## src/rtl/nec_ir_rx.sv

```systemverilog
// NEC infrared remote receiver: synchronises the demodulated IR line, measures
// every level in clk cycles and decodes 32-bit frames and repeat codes.
module nec_ir_rx #(
    parameter int UNIT_CYCLES = 28125,
    parameter int EXT_ADDR    = 0,
    parameter int CHECK_CMD   = 1,
    parameter int MAX_UNITS   = 20
) (
    input  logic        clk,
    input  logic        rst,
    input  logic        irda,
    output logic        data_valid,
    output logic [15:0] addr,
    output logic [7:0]  cmd,
    output logic        rep_valid,
    output logic [7:0]  rep_cnt,
    output logic        err,
    output logic        busy
);
    localparam int U     = UNIT_CYCLES;
    localparam int HALF  = U / 2;
    localparam int LIMIT = MAX_UNITS * U;
    localparam int SAT   = LIMIT + 1;
    localparam int CW    = $clog2(SAT) + 1;

    localparam logic [CW-1:0] L1  = CW'(U - HALF);
    localparam logic [CW-1:0] H1  = CW'(U + HALF);
    localparam logic [CW-1:0] L3  = CW'(3 * U - HALF);
    localparam logic [CW-1:0] H3  = CW'(3 * U + HALF);
    localparam logic [CW-1:0] L4  = CW'(4 * U - HALF);
    localparam logic [CW-1:0] H4  = CW'(4 * U + HALF);
    localparam logic [CW-1:0] L8  = CW'(8 * U - HALF);
    localparam logic [CW-1:0] H8  = CW'(8 * U + HALF);
    localparam logic [CW-1:0] L16 = CW'(16 * U - HALF);
    localparam logic [CW-1:0] H16 = CW'(16 * U + HALF);
    localparam logic [CW-1:0] LIM = CW'(LIMIT);
    localparam logic [CW-1:0] CSAT = CW'(SAT);

    typedef enum logic [2:0] {
        S_IDLE, S_LEAD_LOW, S_LEAD_HIGH, S_BIT_LOW, S_BIT_HIGH, S_STOP_LOW, S_REP_LOW
    } state_t;

    state_t        r_state;
    logic          r_sync1, r_sync2, r_prev;
    logic [CW-1:0] r_cnt;
    logic [31:0]   r_shift;
    logic [4:0]    r_bit_idx;
    logic          r_have, r_dv, r_rv, r_err, r_busy;
    logic [15:0]   r_addr;
    logic [7:0]    r_cmd, r_rep_cnt;

    logic          w_edge, w_fault;
    logic [CW-1:0] w_len;
    logic          w_is1, w_is3, w_is4, w_is8, w_is16;
    logic [7:0]    w_b0, w_b1, w_b2, w_b3;
    logic          w_addr_ok, w_cmd_ok;
    logic [15:0]   w_addr;

    // The counter restarts at the edge, so the level that just ended spans r_cnt+1 cycles.
    assign w_edge = r_sync2 ^ r_prev;
    assign w_len  = r_cnt + 1'b1;
    assign w_is1  = (w_len >= L1)  && (w_len <= H1);
    assign w_is3  = (w_len >= L3)  && (w_len <= H3);
    assign w_is4  = (w_len >= L4)  && (w_len <= H4);
    assign w_is8  = (w_len >= L8)  && (w_len <= H8);
    assign w_is16 = (w_len >= L16) && (w_len <= H16);

    assign w_b0      = r_shift[7:0];
    assign w_b1      = r_shift[15:8];
    assign w_b2      = r_shift[23:16];
    assign w_b3      = r_shift[31:24];
    assign w_addr_ok = (EXT_ADDR != 0) || (w_b1 == ~w_b0);
    assign w_cmd_ok  = (CHECK_CMD == 0) || (w_b3 == ~w_b2);
    assign w_addr    = (EXT_ADDR != 0) ? {w_b1, w_b0} : {8'h00, w_b0};

    always_comb begin
        w_fault = 1'b0;
        if (r_state != S_IDLE && !w_edge && w_len >= LIM) begin
            w_fault = 1'b1;
        end else if (w_edge) begin
            case (r_state)
                S_LEAD_LOW:  w_fault = !w_is16;
                S_LEAD_HIGH: w_fault = !w_is8 && !w_is4;
                S_BIT_LOW:   w_fault = !w_is1;
                S_BIT_HIGH:  w_fault = !w_is1 && !w_is3;
                S_STOP_LOW:  w_fault = !w_is1;
                S_REP_LOW:   w_fault = !w_is1 || !r_have;
                default:     w_fault = 1'b0;
            endcase
        end
    end

    always_ff @(posedge clk) begin
        if (rst) begin
            r_sync1 <= 1'b1;
            r_sync2 <= 1'b1;
            r_prev  <= 1'b1;
            r_cnt   <= '0;
        end else begin
            r_sync1 <= irda;
            r_sync2 <= r_sync1;
            r_prev  <= r_sync2;
            if (w_edge)
                r_cnt <= '0;
            else if (r_cnt != CSAT)
                r_cnt <= r_cnt + 1'b1;
        end
    end

    always_ff @(posedge clk) begin
        if (rst) begin
            r_state   <= S_IDLE;
            r_shift   <= '0;
            r_bit_idx <= '0;
            r_have    <= 1'b0;
            r_dv      <= 1'b0;
            r_rv      <= 1'b0;
            r_err     <= 1'b0;
            r_busy    <= 1'b0;
            r_addr    <= '0;
            r_cmd     <= '0;
            r_rep_cnt <= '0;
        end else begin
            r_dv  <= 1'b0;
            r_rv  <= 1'b0;
            r_err <= 1'b0;
            if (w_fault) begin
                r_err   <= 1'b1;
                r_have  <= 1'b0;
                r_state <= S_IDLE;
                r_busy  <= 1'b0;
            end else if (w_edge) begin
                case (r_state)
                    S_IDLE: if (!r_sync2) begin
                        r_state <= S_LEAD_LOW;
                        r_busy  <= 1'b1;
                    end
                    S_LEAD_LOW: r_state <= S_LEAD_HIGH;
                    S_LEAD_HIGH: begin
                        r_bit_idx <= '0;
                        r_state   <= w_is8 ? S_BIT_LOW : S_REP_LOW;
                    end
                    S_BIT_LOW: r_state <= S_BIT_HIGH;
                    S_BIT_HIGH: begin
                        r_shift   <= {w_is3, r_shift[31:1]};
                        r_bit_idx <= r_bit_idx + 1'b1;
                        r_state   <= (r_bit_idx == 5'd31) ? S_STOP_LOW : S_BIT_LOW;
                    end
                    S_STOP_LOW: begin
                        if (w_addr_ok && w_cmd_ok) begin
                            r_dv      <= 1'b1;
                            r_addr    <= w_addr;
                            r_cmd     <= w_b2;
                            r_have    <= 1'b1;
                            r_rep_cnt <= '0;
                        end else begin
                            r_err <= 1'b1;
                        end
                        r_state <= S_IDLE;
                        r_busy  <= 1'b0;
                    end
                    S_REP_LOW: begin
                        r_rv <= 1'b1;
                        if (r_rep_cnt != 8'hFF)
                            r_rep_cnt <= r_rep_cnt + 1'b1;
                        r_state <= S_IDLE;
                        r_busy  <= 1'b0;
                    end
                    default: begin
                        r_state <= S_IDLE;
                        r_busy  <= 1'b0;
                    end
                endcase
            end
        end
    end

    assign data_valid = r_dv;
    assign addr       = r_addr;
    assign cmd        = r_cmd;
    assign rep_valid  = r_rv;
    assign rep_cnt    = r_rep_cnt;
    assign err        = r_err;
    assign busy       = r_busy;
endmodule

```

## config.mk

```make
export PLATFORM = sky130hd
export DESIGN_NAME = nec_ir_rx
export DESIGN_NICKNAME = d
export VERILOG_FILES = /design/src/rtl/nec_ir_rx.sv
export SDC_FILE = /design/constraint.sdc
export NUM_CORES = 1
export LEC_CHECK = 0
export BUFFER_PORTS_ARGS = -buffer_cell sky130_fd_sc_hd__buf_2
export CELL_PAD_IN_SITES_DETAIL_PLACEMENT = 1
export CELL_PAD_IN_SITES_GLOBAL_PLACEMENT = 2
export CORE_MARGIN = 4
export CORE_UTILIZATION = 39
export CTS_BUF_LIST = sky130_fd_sc_hd__clkbuf_2
export DETAILED_ROUTE_END_ITERATION = 12
export GPL_TIMING_DRIVEN = 1
export PLACE_DENSITY = 0.91
export SETUP_SLACK_MARGIN = 0.15
export SYNTH_ARGS = -nofsm -noshare
export SYNTH_HDL_FRONTEND = slang
export SYNTH_SLANG_ARGS = --single-unit
export TNS_END_PERCENT = 1
```

## constraint.sdc

```tcl
create_clock -name clk -period 4.1 [get_ports clk]
set_clock_uncertainty 0.05 [all_clocks]
set_input_delay 0.41 -clock clk [delete_from_list [all_inputs] [get_ports clk]]
set_output_delay 0.41 -clock clk [all_outputs]
set_load 0.005 [all_outputs]
```

==> results.py <==
metrics = {
    "outcome": {
        "status": "finished clean",
    },
    "worst_setup_path": {
        "endpoint_kind": "flop",
        "crit_slowest_cell": "or4b_1",
        "critPathKind": "reg2reg",
        "crit_path_max_fanout": 18,
        "worstPathArrival_ns": 4.26,
        "worst_path_largest_cell_delay_ns": 0.52,
        "cp.required_ns": 4.62,
        "start_kind": "flop",
        "r2r_slack_ns": 0.36,
        "worstPathCellList": "ha_2, nand4_4, or3_1, a21oi_1, o21bai_1, or4b_1, a211oi_2, a311oi_2, buf_4, o21ai_4, clkbuf_16, mux2i_1, nor2_1",
    },
    "route": {
        "dr.pass1.iters": 6,
        "routed_wl_um": 17800,
        "via_count": 5463,
        "wl_per_cell_um": 19.3,
        "drtIter0Drc": 325,
        "vias_per_cell": 5.93,
        "post-route-drc-count": 0,
        "final_antenna_net_count": 0,
    },
    "final_layout": {
        "drive_above_1_share": 0.168,
        "final_util": 0.440,
        "area_growth_pct": 9.40,
        "fillers": 1770,
        "nets": 741,
    },
    "sta": {
        "setup_violations": 0,
        "tns_ns": 0,
        "relSlewSlack": 0.339,
        "slew_violations": 0,
        "hold_ws_ns": 0.210,
        "period_share": 0.913,
        "rsz0062_at_grt": "false",
        "fin_crit_ns": 3.74,
        "hold_viol": 0,
        "clock.fmax_ghz": 0.267,
        "worstMarginPinSlew_ns": 0.983,
    },
    "power_and_ir_drop": {
        "leakagePower_nw": 2.79,
        "fin_total_pwr_mw": 1.61,
        "irDropWorstVdd_uv": 179,
        "powerDensity_nw_per_um2": 250,
    },
    "yosys": {
        "synthFlopType": "dfxtp_1",
        "syn_avg_cell_area_sq_um": 8.39,
        "synth_cell_types": 86,
        "seq_area_frac_synth": 0.315,
        "synth_edf_count": 0,
        "postSynthCellCount": 704,
        "async_reset_ff_frac": 0,
        "ys_warn_count": 0,
        "ys_ff_latch": 93,
        "synth_area_sq_um": 5910,
    },
    "floorplan": {
        "ios": 39,
        "core_sq_um": 14700,
        "die_width_um": 131,
        "die_h_um": 131,
        "num_rows": 44,
        "die_area_sq_um": 17200,
        "start_util": 0.402,
    },
    "clock_tree": {
        "clk_latency_ns": 0.66,
        "clockBufferDepth": 2,
        "root_buffer": "clkbuf_2",
        "numClockSinks": 93,
        "cts_max_level": 3,
        "cts_tree": "built",
        "numCtsBuffers": 9,
        "clk_pin_slew_ns": 0.35,
    },
    "flow_run": {
        "drv_cap": 0,
    },
    "placement": {
        "gp_congestion": 0.964,
        "port_buffers": 30,
        "hpwl_um": 13200,
    },
    "grt": {
        "grt_pass1_wl_um": 29100,
        "grt_usage": 0.212,
        "grt_max_degree": 44,
        "grt_pass1_vias": 5492,
        "antenna_found_initial": 0,
        "globalRouteOverflowTotal": 0,
    },
    "hold_path": {
        "worstHoldPathType": "in2reg",
    },
}
-- state kept, by name, summed over array words and instances, names as in the netlist --
signal and flops:
addr 8, cmd 8, rep_valid 1, r_sync1 1, r_state 3, busy 1
err 1, r_have 1, r_sync2 1, r_cnt 21, data_valid 1, r_bit_idx 5
r_shift 32, r_prev 1, rep_cnt 8
-- per-layer routing --
layer / vias up / track usage / part of all wire
met3: 37 / 0.0332 / 0.044
met1: 2689 / 0.286 / 0.46
met2: 157 / 0.343 / 0.47
met5: - / 0 / 0
met4: 0 / 0.0750 / 0.028
li1: 2580 / - / -
-- kinds of logic (layout without fill, tap and decap cells) --
kind of cell	count (synthesis)	in the layout	share of synthesized area
AO/OA/AOI/OAI	135	135	0.168
XOR/XNOR	53	53	0.0786
adder cells (fa/ha/maj)	7	7	0.0148
buffers and inverters	74	99	0.0705
flip-flops	93	93	0.315
multiplexers	50	50	0.0849
other	1	9	0.000635
AND/OR/NAND/NOR	291	291	0.268
-- worst max-delay path, delay by kind of cell, from the launching register on --
kind / cells / cell delay [ns]
AND/OR/NAND/NOR: 4 / 1.23
AO/OA/AOI/OAI: 5 / 0.94
flip-flops: 1 / 0.47
buffers and inverters: 2 / 0.45
adder cells (fa/ha/maj): 1 / 0.27
multiplexers: 1 / 0.24
-- synth_stat cells, types with 15 or more instances --
library cell	number	area share
nor2_1	102	0.065
dfxtp_1	93	0.32
mux2i_1	49	0.083
nand2_1	33	0.021
a21oi_1	32	0.027
xnor2_1	32	0.047
o21ai_0	26	0.022
nand3_1	23	0.019
xor2_1	21	0.031
nand4_1	20	0.021
inv_1	19	0.012
clkbuf_1	17	0.011
nor3_1	17	0.014
buf_2	15	0.013
-- where the power goes --
group / switching (mW) / total (mW) / internal [mW]
logic: 0.116 / 0.178 / 0.0627
clock network: 0.393 / 0.501 / 0.108
registers: 0.0157 / 0.934 / 0.918
total: 0.525 / 1.61 / 1.09
-- per-stage QoR --
stage                     area (sq um)  cells  setup slack (ns)
after global routing              6460    920             0.123
after floorplan                   5930    711             0.746
after detailed placement          6250    901             0.156
after global placement            6250    901             0.232
final                             6460    921             0.355
after CTS                         6400    918             0.220
-- repair_timing --
item	4_1_cts	5_1_grt
pin swaps	0	1
setup endpoints to repair	10	67
hold endpoints to repair	1	0
hold buffers	1	0
buffers inserted	0	1
gates resized for setup	1	12
cloned	0	1
-- cell type report --
cell class / instances / area (sq um) / share of cell area
clock buffer: 9 / 45.0 / 0.00697
sequential: 93 / 1870 / 0.289
timing repair buffer: 64 / 463 / 0.0716
inverter: 19 / 71.3 / 0.0110
clock inverter: 7 / 86.3 / 0.0134
tap: 184 / 230 / 0.0356
antenna: 1 / 2.50 / 0.000387
multi-input combinational: 544 / 3700 / 0.572
-- placed cells by master, fill, tap and decap left out, types with 4 or more instances in the layout --
cell | synthesis | layout
o21ai_0 | 26 | 26
a21oi_1 | 32 | 32
mux2i_1 | 49 | 49
clkbuf_2 | 0 | 9
inv_1 | 19 | 19
nand2b_1 | 11 | 11
nor4_1 | 10 | 10
or2_2 | 6 | 6
or4_1 | 4 | 4
nand4_1 | 20 | 20
xor2_1 | 21 | 21
o211ai_1 | 4 | 4
buf_4 | 13 | 29
nor2b_1 | 8 | 8
a211o_1 | 11 | 11
nand3b_1 | 4 | 4
a211oi_1 | 4 | 4
nor4b_1 | 4 | 4
conb_1 | 1 | 8
nand2_1 | 33 | 33
a41oi_1 | 4 | 4
nor2_1 | 102 | 101
xnor2_1 | 32 | 31
and3_1 | 13 | 13
dfxtp_1 | 93 | 87
dfxtp_2 | 0 | 6
nor3_1 | 17 | 16
ha_1 | 7 | 6
buf_2 | 15 | 30
o32ai_1 | 4 | 4
and4_1 | 5 | 5
nand3_1 | 23 | 23
-- path summary, 6_finish.rpt --
kind,endpoint,cells past startpoint,from
min reg2reg,r_sync2,1,r_sync1
max,r_shift[2],13,r_cnt[1]
max reg2reg,r_shift[2],13,r_cnt[1]
min,r_shift[20],2,rst
Power figures use the tool's default switching activity.
